**src/rtl/fpga_adder_pkg.sv**
```systemverilog
// rtl/fpga_adder_pkg.sv - shared types and constants for the calculator sequencer
`timescale 1ns/1ps

package fpga_adder_pkg;

  // Operand and result width of the calculator datapath
  localparam int DATA_WIDTH = 4;

  // op_code encodings
  localparam logic OP_ADD = 1'b0;
  localparam logic OP_SUB = 1'b1;

  // Sequencer states; the encoding is driven directly onto state_leds
  typedef enum logic [1:0] {
    S_A    = 2'b00,
    S_B    = 2'b01,
    S_EXEC = 2'b10,
    S_SHOW = 2'b11
  } state_e;

endpackage

```
**src/rtl/calc_sequencer_adder4.sv**
```systemverilog
// rtl/calc_sequencer_adder4.sv - 4-bit adder with carry-in and carry-out
`timescale 1ns/1ps

module Adder4 (
  input  logic [3:0] a_i,
  input  logic [3:0] b_i,
  input  logic       cin_i,
  output logic [3:0] sum_o,
  output logic       cout_o
);

  // Plain binary add; bit 4 of the 5-bit total is the carry-out
  assign {cout_o, sum_o} = {1'b0, a_i} + {1'b0, b_i} + {4'b0000, cin_i};

endmodule

```
**src/rtl/calc_sequencer.sv**
```systemverilog
// rtl/calc_sequencer.sv - push-button add/subtract calculator sequencer
`timescale 1ns/1ps

module calc_sequencer
  import fpga_adder_pkg::*;
#(
  parameter int DEBOUNCE_CYCLES = 250000
) (
  input  logic                  clk,
  input  logic                  rst_n,
  input  logic [DATA_WIDTH-1:0] sw,
  input  logic                  op_code,
  input  logic                  chain,
  input  logic                  btn,
  output logic [DATA_WIDTH-1:0] a_val,
  output logic [DATA_WIDTH-1:0] b_val,
  output logic [DATA_WIDTH-1:0] sum_val,
  output logic                  carry,
  output logic                  overflow,
  output logic                  op_light,
  output logic [1:0]            state_leds,
  output logic                  result_valid,
  output logic [7:0]            op_count
);

  // Counter only needs to reach DEBOUNCE_CYCLES-1
  localparam int CNT_W = (DEBOUNCE_CYCLES > 1) ? $clog2(DEBOUNCE_CYCLES) : 1;
  localparam logic [CNT_W-1:0] CNT_LAST = CNT_W'(DEBOUNCE_CYCLES - 1);

  // Button front end
  logic             sync1_q, sync2_q;
  logic             db_level_q, db_level_d;
  logic [CNT_W-1:0] db_cnt_q, db_cnt_d;
  logic             armed_q, armed_d;
  logic             press_q, press_d;

  // Sequencer registers
  state_e                state_q;
  logic [DATA_WIDTH-1:0] a_val_q, b_val_q, sum_val_q;
  logic                  carry_q, overflow_q, op_light_q, result_valid_q;
  logic [7:0]            op_count_q;

  // Datapath
  logic                  sub_op;
  logic [DATA_WIDTH-1:0] b_eff;
  logic [DATA_WIDTH-1:0] add_sum;
  logic                  add_cout;
  logic                  add_ovf;

  // Two-flop synchronizer for the asynchronous push button
  always_ff @(posedge clk or negedge rst_n) begin
    if (!rst_n) begin
      sync1_q <= 1'b0;
      sync2_q <= 1'b0;
    end else begin
      sync1_q <= btn;
      sync2_q <= sync1_q;
    end
  end

  // Debounce, press detection and post-reset arming.
  // The counter runs while the synchronized level disagrees with the
  // debounced level and restarts on any agreement. While unarmed and idle
  // low, the same counter measures a full stable-low window; only then can
  // a rising edge count as a press, so a button held through reset release
  // must be let go and pressed again.
  always_comb begin
    db_level_d = db_level_q;
    db_cnt_d   = '0;
    armed_d    = armed_q;
    press_d    = 1'b0;
    if (sync2_q != db_level_q) begin
      if (db_cnt_q == CNT_LAST) begin
        db_level_d = sync2_q;
        press_d    = sync2_q & armed_q;
      end else begin
        db_cnt_d = db_cnt_q + CNT_W'(1);
      end
    end else if (!armed_q && !db_level_q) begin
      if (db_cnt_q == CNT_LAST) begin
        armed_d = 1'b1;
      end else begin
        db_cnt_d = db_cnt_q + CNT_W'(1);
      end
    end
  end

  // Debounce state registers; press_q is a one-cycle registered pulse
  always_ff @(posedge clk or negedge rst_n) begin
    if (!rst_n) begin
      db_level_q <= 1'b0;
      db_cnt_q   <= '0;
      armed_q    <= 1'b0;
      press_q    <= 1'b0;
    end else begin
      db_level_q <= db_level_d;
      db_cnt_q   <= db_cnt_d;
      armed_q    <= armed_d;
      press_q    <= press_d;
    end
  end

  // Subtraction is A + ~B + 1; carry-out of 1 then means no borrow
  assign sub_op = (op_light_q == OP_SUB);
  assign b_eff  = b_val_q ^ {DATA_WIDTH{sub_op}};

  Adder4 u_adder4 (
    .a_i    (a_val_q),
    .b_i    (b_eff),
    .cin_i  (sub_op),
    .sum_o  (add_sum),
    .cout_o (add_cout)
  );

  // Signed overflow: both addend signs equal and the result sign differs
  assign add_ovf = (a_val_q[DATA_WIDTH-1] == b_eff[DATA_WIDTH-1]) &&
                   (add_sum[DATA_WIDTH-1] != a_val_q[DATA_WIDTH-1]);

  // Operand capture / execute / show sequencer with registered outputs
  always_ff @(posedge clk or negedge rst_n) begin
    if (!rst_n) begin
      state_q        <= S_A;
      a_val_q        <= '0;
      b_val_q        <= '0;
      sum_val_q      <= '0;
      carry_q        <= 1'b0;
      overflow_q     <= 1'b0;
      op_light_q     <= 1'b0;
      result_valid_q <= 1'b0;
      op_count_q     <= 8'd0;
    end else begin
      case (state_q)
        S_A: begin
          if (press_q) begin
            a_val_q <= sw;
            state_q <= S_B;
          end
        end
        S_B: begin
          if (press_q) begin
            b_val_q    <= sw;
            op_light_q <= op_code;
            state_q    <= S_EXEC;
          end
        end
        S_EXEC: begin
          // Single cycle; any press arriving now is dropped
          sum_val_q      <= add_sum;
          carry_q        <= add_cout;
          overflow_q     <= add_ovf;
          op_count_q     <= op_count_q + 8'd1;
          result_valid_q <= 1'b1;
          state_q        <= S_SHOW;
        end
        S_SHOW: begin
          if (press_q) begin
            result_valid_q <= 1'b0;
            if (chain) begin
              a_val_q <= sum_val_q;
              state_q <= S_B;
            end else begin
              state_q <= S_A;
            end
          end
        end
        default: state_q <= S_A;
      endcase
    end
  end

  assign a_val        = a_val_q;
  assign b_val        = b_val_q;
  assign sum_val      = sum_val_q;
  assign carry        = carry_q;
  assign overflow     = overflow_q;
  assign op_light     = op_light_q;
  assign state_leds   = state_q;
  assign result_valid = result_valid_q;
  assign op_count     = op_count_q;

endmodule

```
**config.mk**
```make
export PLATFORM = sky130hd
export DESIGN_NAME = calc_sequencer
export DESIGN_NICKNAME = d
export VERILOG_FILES = /design/src/rtl/fpga_adder_pkg.sv /design/src/rtl/calc_sequencer_adder4.sv /design/src/rtl/calc_sequencer.sv
export SDC_FILE = /design/constraint.sdc
export NUM_CORES = 1
export LEC_CHECK = 0
export ABC_CLOCK_PERIOD_IN_PS = 1550
export CORE_UTILIZATION = 48
export DETAILED_ROUTE_END_ITERATION = 16
export GPL_TIMING_DRIVEN = 0
export PLACE_DENSITY = 0.71
export REMOVE_ABC_BUFFERS = 1
export SLEW_MARGIN = 20
export SYNTH_ARGS = -nofsm -noshare
export SYNTH_HDL_FRONTEND = slang
export SYNTH_SLANG_ARGS = --single-unit
export TNS_END_PERCENT = 50
```
**constraint.sdc**
```tcl
create_clock -name clk -period 1.55 [get_ports clk]
set_input_delay 0.2325 -clock clk [delete_from_list [all_inputs] [get_ports clk]]
set_output_delay 0.2325 -clock clk [all_outputs]
set_load 0.02 [all_outputs]
```
==> impl_metrics.toml <==
[critical_path]
cp_max_fo = 3
worst_ep_required_time_ns = 1.74
end_kind = "flip-flop"
crit_start = "op_light$_DFFE_PN0P_"
crit_type = "reg -> reg"
r2r-start = "op_light$_DFFE_PN0P_"
cp.arrival_ns = 1.84
cp-start-kind = "flip-flop"

[timing]
fin_ws_ns = -0.0979
slew_viol_final = 0
hold_violations = 0
finClkSkew_ns = 0.00318
slew_headroom = 0.613
period_minus_slack_ns = 1.65
worstMarginPinSlew_ns = 0.581
clock.fmax_mhz = 607
fin_crit_sh = 1.06
rsz0062_at_grt = "yes"
finalSetupViolCount = 6

[logic_synthesis]
synth_compound_area_frac = 0.0639
syn_area_per_cell_um2 = 11.2
synth_cell_types = 39
synth_top_family_by_area = "simple AND/OR/NAND/NOR gates"
synth_area_leaders = "dfrtp_1, xor2_1, ha_1"
ys.flop_type = "dfrtp_1"
ys_ff_latch = 49
synth_common_cells = "dfrtp_1, nor2_1, xor2_1"
yosys_warnings = 0
synth_top_area_frac = 0.514
syn_area_um2 = 2390
synth_cells = 214
yosys.area_share.simple = 0.167
synth_top_cell_by_area = "dfrtp_1"
synth_edf_count = 0
synthAdderAreaFrac = 0.0556
synth-xor-area-share = 0.0991
synth.mux.area_fraction = 0.0723
async_flop_share = 1.00
synth.most_common_cell = "dfrtp_1"
seq_area_frac_synth = 0.514

[grt]
antenna_found_initial = 0
grt_first_pass_wirelength_um = 7890
grt.total_usage = 0.197
grt_pass1_vias = 1689
grt_max_degree = 27
overflow = 0

[finish]
fillers = 381
diodes = 0
multi_input_area_um2 = 1210
finish.net_count = 291
drive_gt1_frac = 0.249
regArea_um2 = 1230
area_growth_pct = 34.7
fin_util = 0.676

[floorplanning]
io_pins = 35
chipWidth_um = 72.5
die-area_um2 = 5260
core_um2 = 4750
initial_utilization = 0.502
num_rows = 25
die_h_um = 72.5

[min_path]
hold_start = "sync1_q$_DFF_PN0_"
hp-class = "reg -> reg"

[routing]
wl_per_cell_um = 14.1
drc_errors = 0
vias = 1749
drt-initial-drc-count = 51
viasPerCell = 5.14
postRouteAntennaNets = 0
drtPass1Iterations = 4
wl_um = 4810

[placement]
gp_congestion = 0.772
portBuffers = 34
place_hpwl_um = 3050
post-place-ws_ns = -0.338

[power]
p_int_w = 0.00188
p_sw_frac = 0.205
pwr-share-clk = 0.395
p_per_area_nw_per_um2 = 735
ir_worst_vdd_mv = 0.403
cellLeakagePower_nw = 1.58
power_switching_w = 0.000485
combPwrFrac = 0.056
p_total_w = 0.00236
p_seq_frac = 0.549

[job]
cap_violations = 0

[cts]
cts_buffer_depth = 2
cts-root-buf = "clkbuf_8"
numClockSinks = 49
clk_latency_ns = 0.30
clkTransAtPathRegs_ns = 0.09
ctsHtreeMaxLevel = 2
cts_tree = "yes"
numCtsBuffers = 5

[run_status]
violations = "negative setup slack"
status = "finished with violations"
-- final timing paths --
path	to	slack, ns	depth (start not counted)
setup / recovery	sum_val[3]$_DFFE_PN0P_	-0.1	6
hold / removal	sync2_q$_DFF_PN0_	0.35	0
setup reg to reg	sum_val[3]$_DFFE_PN0P_	-0.1	6
hold reg to reg	sync2_q$_DFF_PN0_	0.35	0
max in group asynchronous	db_cnt_q[2]$_DFF_PN0_	0.53	3
min in group asynchronous	sum_val[1]$_DFFE_PN0P_	0.46	2
-- critical path, stage by stage (launching register included) --
cell	delay, ns
dfrtp_2	0.44
xor2_1	0.15
ha_1	0.31
a21oi_2	0.15
o21ai_2	0.09
xor2_1	0.14
mux2_2	0.26
-- power groups by stage --
stage / Combinational [W] / Sequential, W / Clock (W)
floorplan: 0.0000398 / 0.00133 / 0
CTS: 0.000131 / 0.00130 / 0.000967
detailed placement: 0.000121 / 0.00132 / 0
global route: 0.000149 / 0.00130 / 0.00101
finish: 0.000132 / 0.00130 / 0.000934
global placement: 0.000114 / 0.00132 / 0
-- final cells by class --
class,instances,share of cell area
clock buffer,7,0.0268
inverter,10,0.0117
multi-input combinational,150,0.376
tap,67,0.0261
clock inverter,1,0.00934
timing repair buffer,56,0.166
sequential,49,0.384
-- per-layer routing --
layer / routed length, µm / part of all wire / GRT usage / vias to the layer above
li1: - / - / - / 858
met1: 2140 / 0.45 / 0.245 / 850
met2: 2420 / 0.50 / 0.342 / 35
met3: 183 / 0.038 / 0.0431 / 6
met4: 65 / 0.014 / 0.0654 / 0
met5: 0 / 0 / 0 / -
-- logic make-up after synthesis --
group           count (synthesis)
simple gates                   72
flops                          49
xor+xnor                       27
compound gates                 25
mux                            16
buf+inv                        15
fa+ha+maj                      10
-- per-stage QoR --
stage,TNS (ns),hold WS [ns],cells,instance area [µm²]
final,-0.212,0.353,340,3220
after CTS,-0.393,0.355,327,3030
after floorplan,-2.35,-0.0631,209,2360
after global routing,-1.21,0.349,340,3220
after detailed placement,-8.18,0.267,311,2800
after global placement,-63.42,0.332,310,2780
-- flip-flops by register name (all words and copies together), names as in the netlist --
| signal | cells |
|---|---|
| sync1_q | 1 |
| carry | 1 |
| overflow | 1 |
| armed_q | 1 |
| a_val | 4 |
| db_cnt_q | 18 |
| state_leds | 2 |
| b_val | 4 |
| op_count | 8 |
| sum_val | 4 |
| op_light | 1 |
| result_valid | 1 |
| db_level_q | 1 |
| sync2_q | 1 |
| press_q | 1 |
-- cell usage in the layout (no fill, tap or decap), types with 6 or more instances in the layout --
cell             netlist  layout
a21oi_1                8       7
clkdlybuf4s50_1        0      11
nand2_1               14      14
dfrtp_1               49      42
nand4_1                9       9
dlymetal6s2s_1         0       9
mux2_2                10       9
dfrtp_2                0       7
buf_4                  1      19
inv_1                 10       9
clkbuf_8               0       6
dlygate4sd2_1          0      13
xor2_1                15      15
nor2_1                21      20
xnor2_1               12      11
-- timing repair --
item                       CTS  global route
resized for setup           31            23
pin swaps                    8            12
buffers inserted             7            13
hold buffers                 1             0
hold endpoints to repair    23             0
setup endpoints to repair   51            46
No activity file was read; power rests on OpenSTA's default activity.
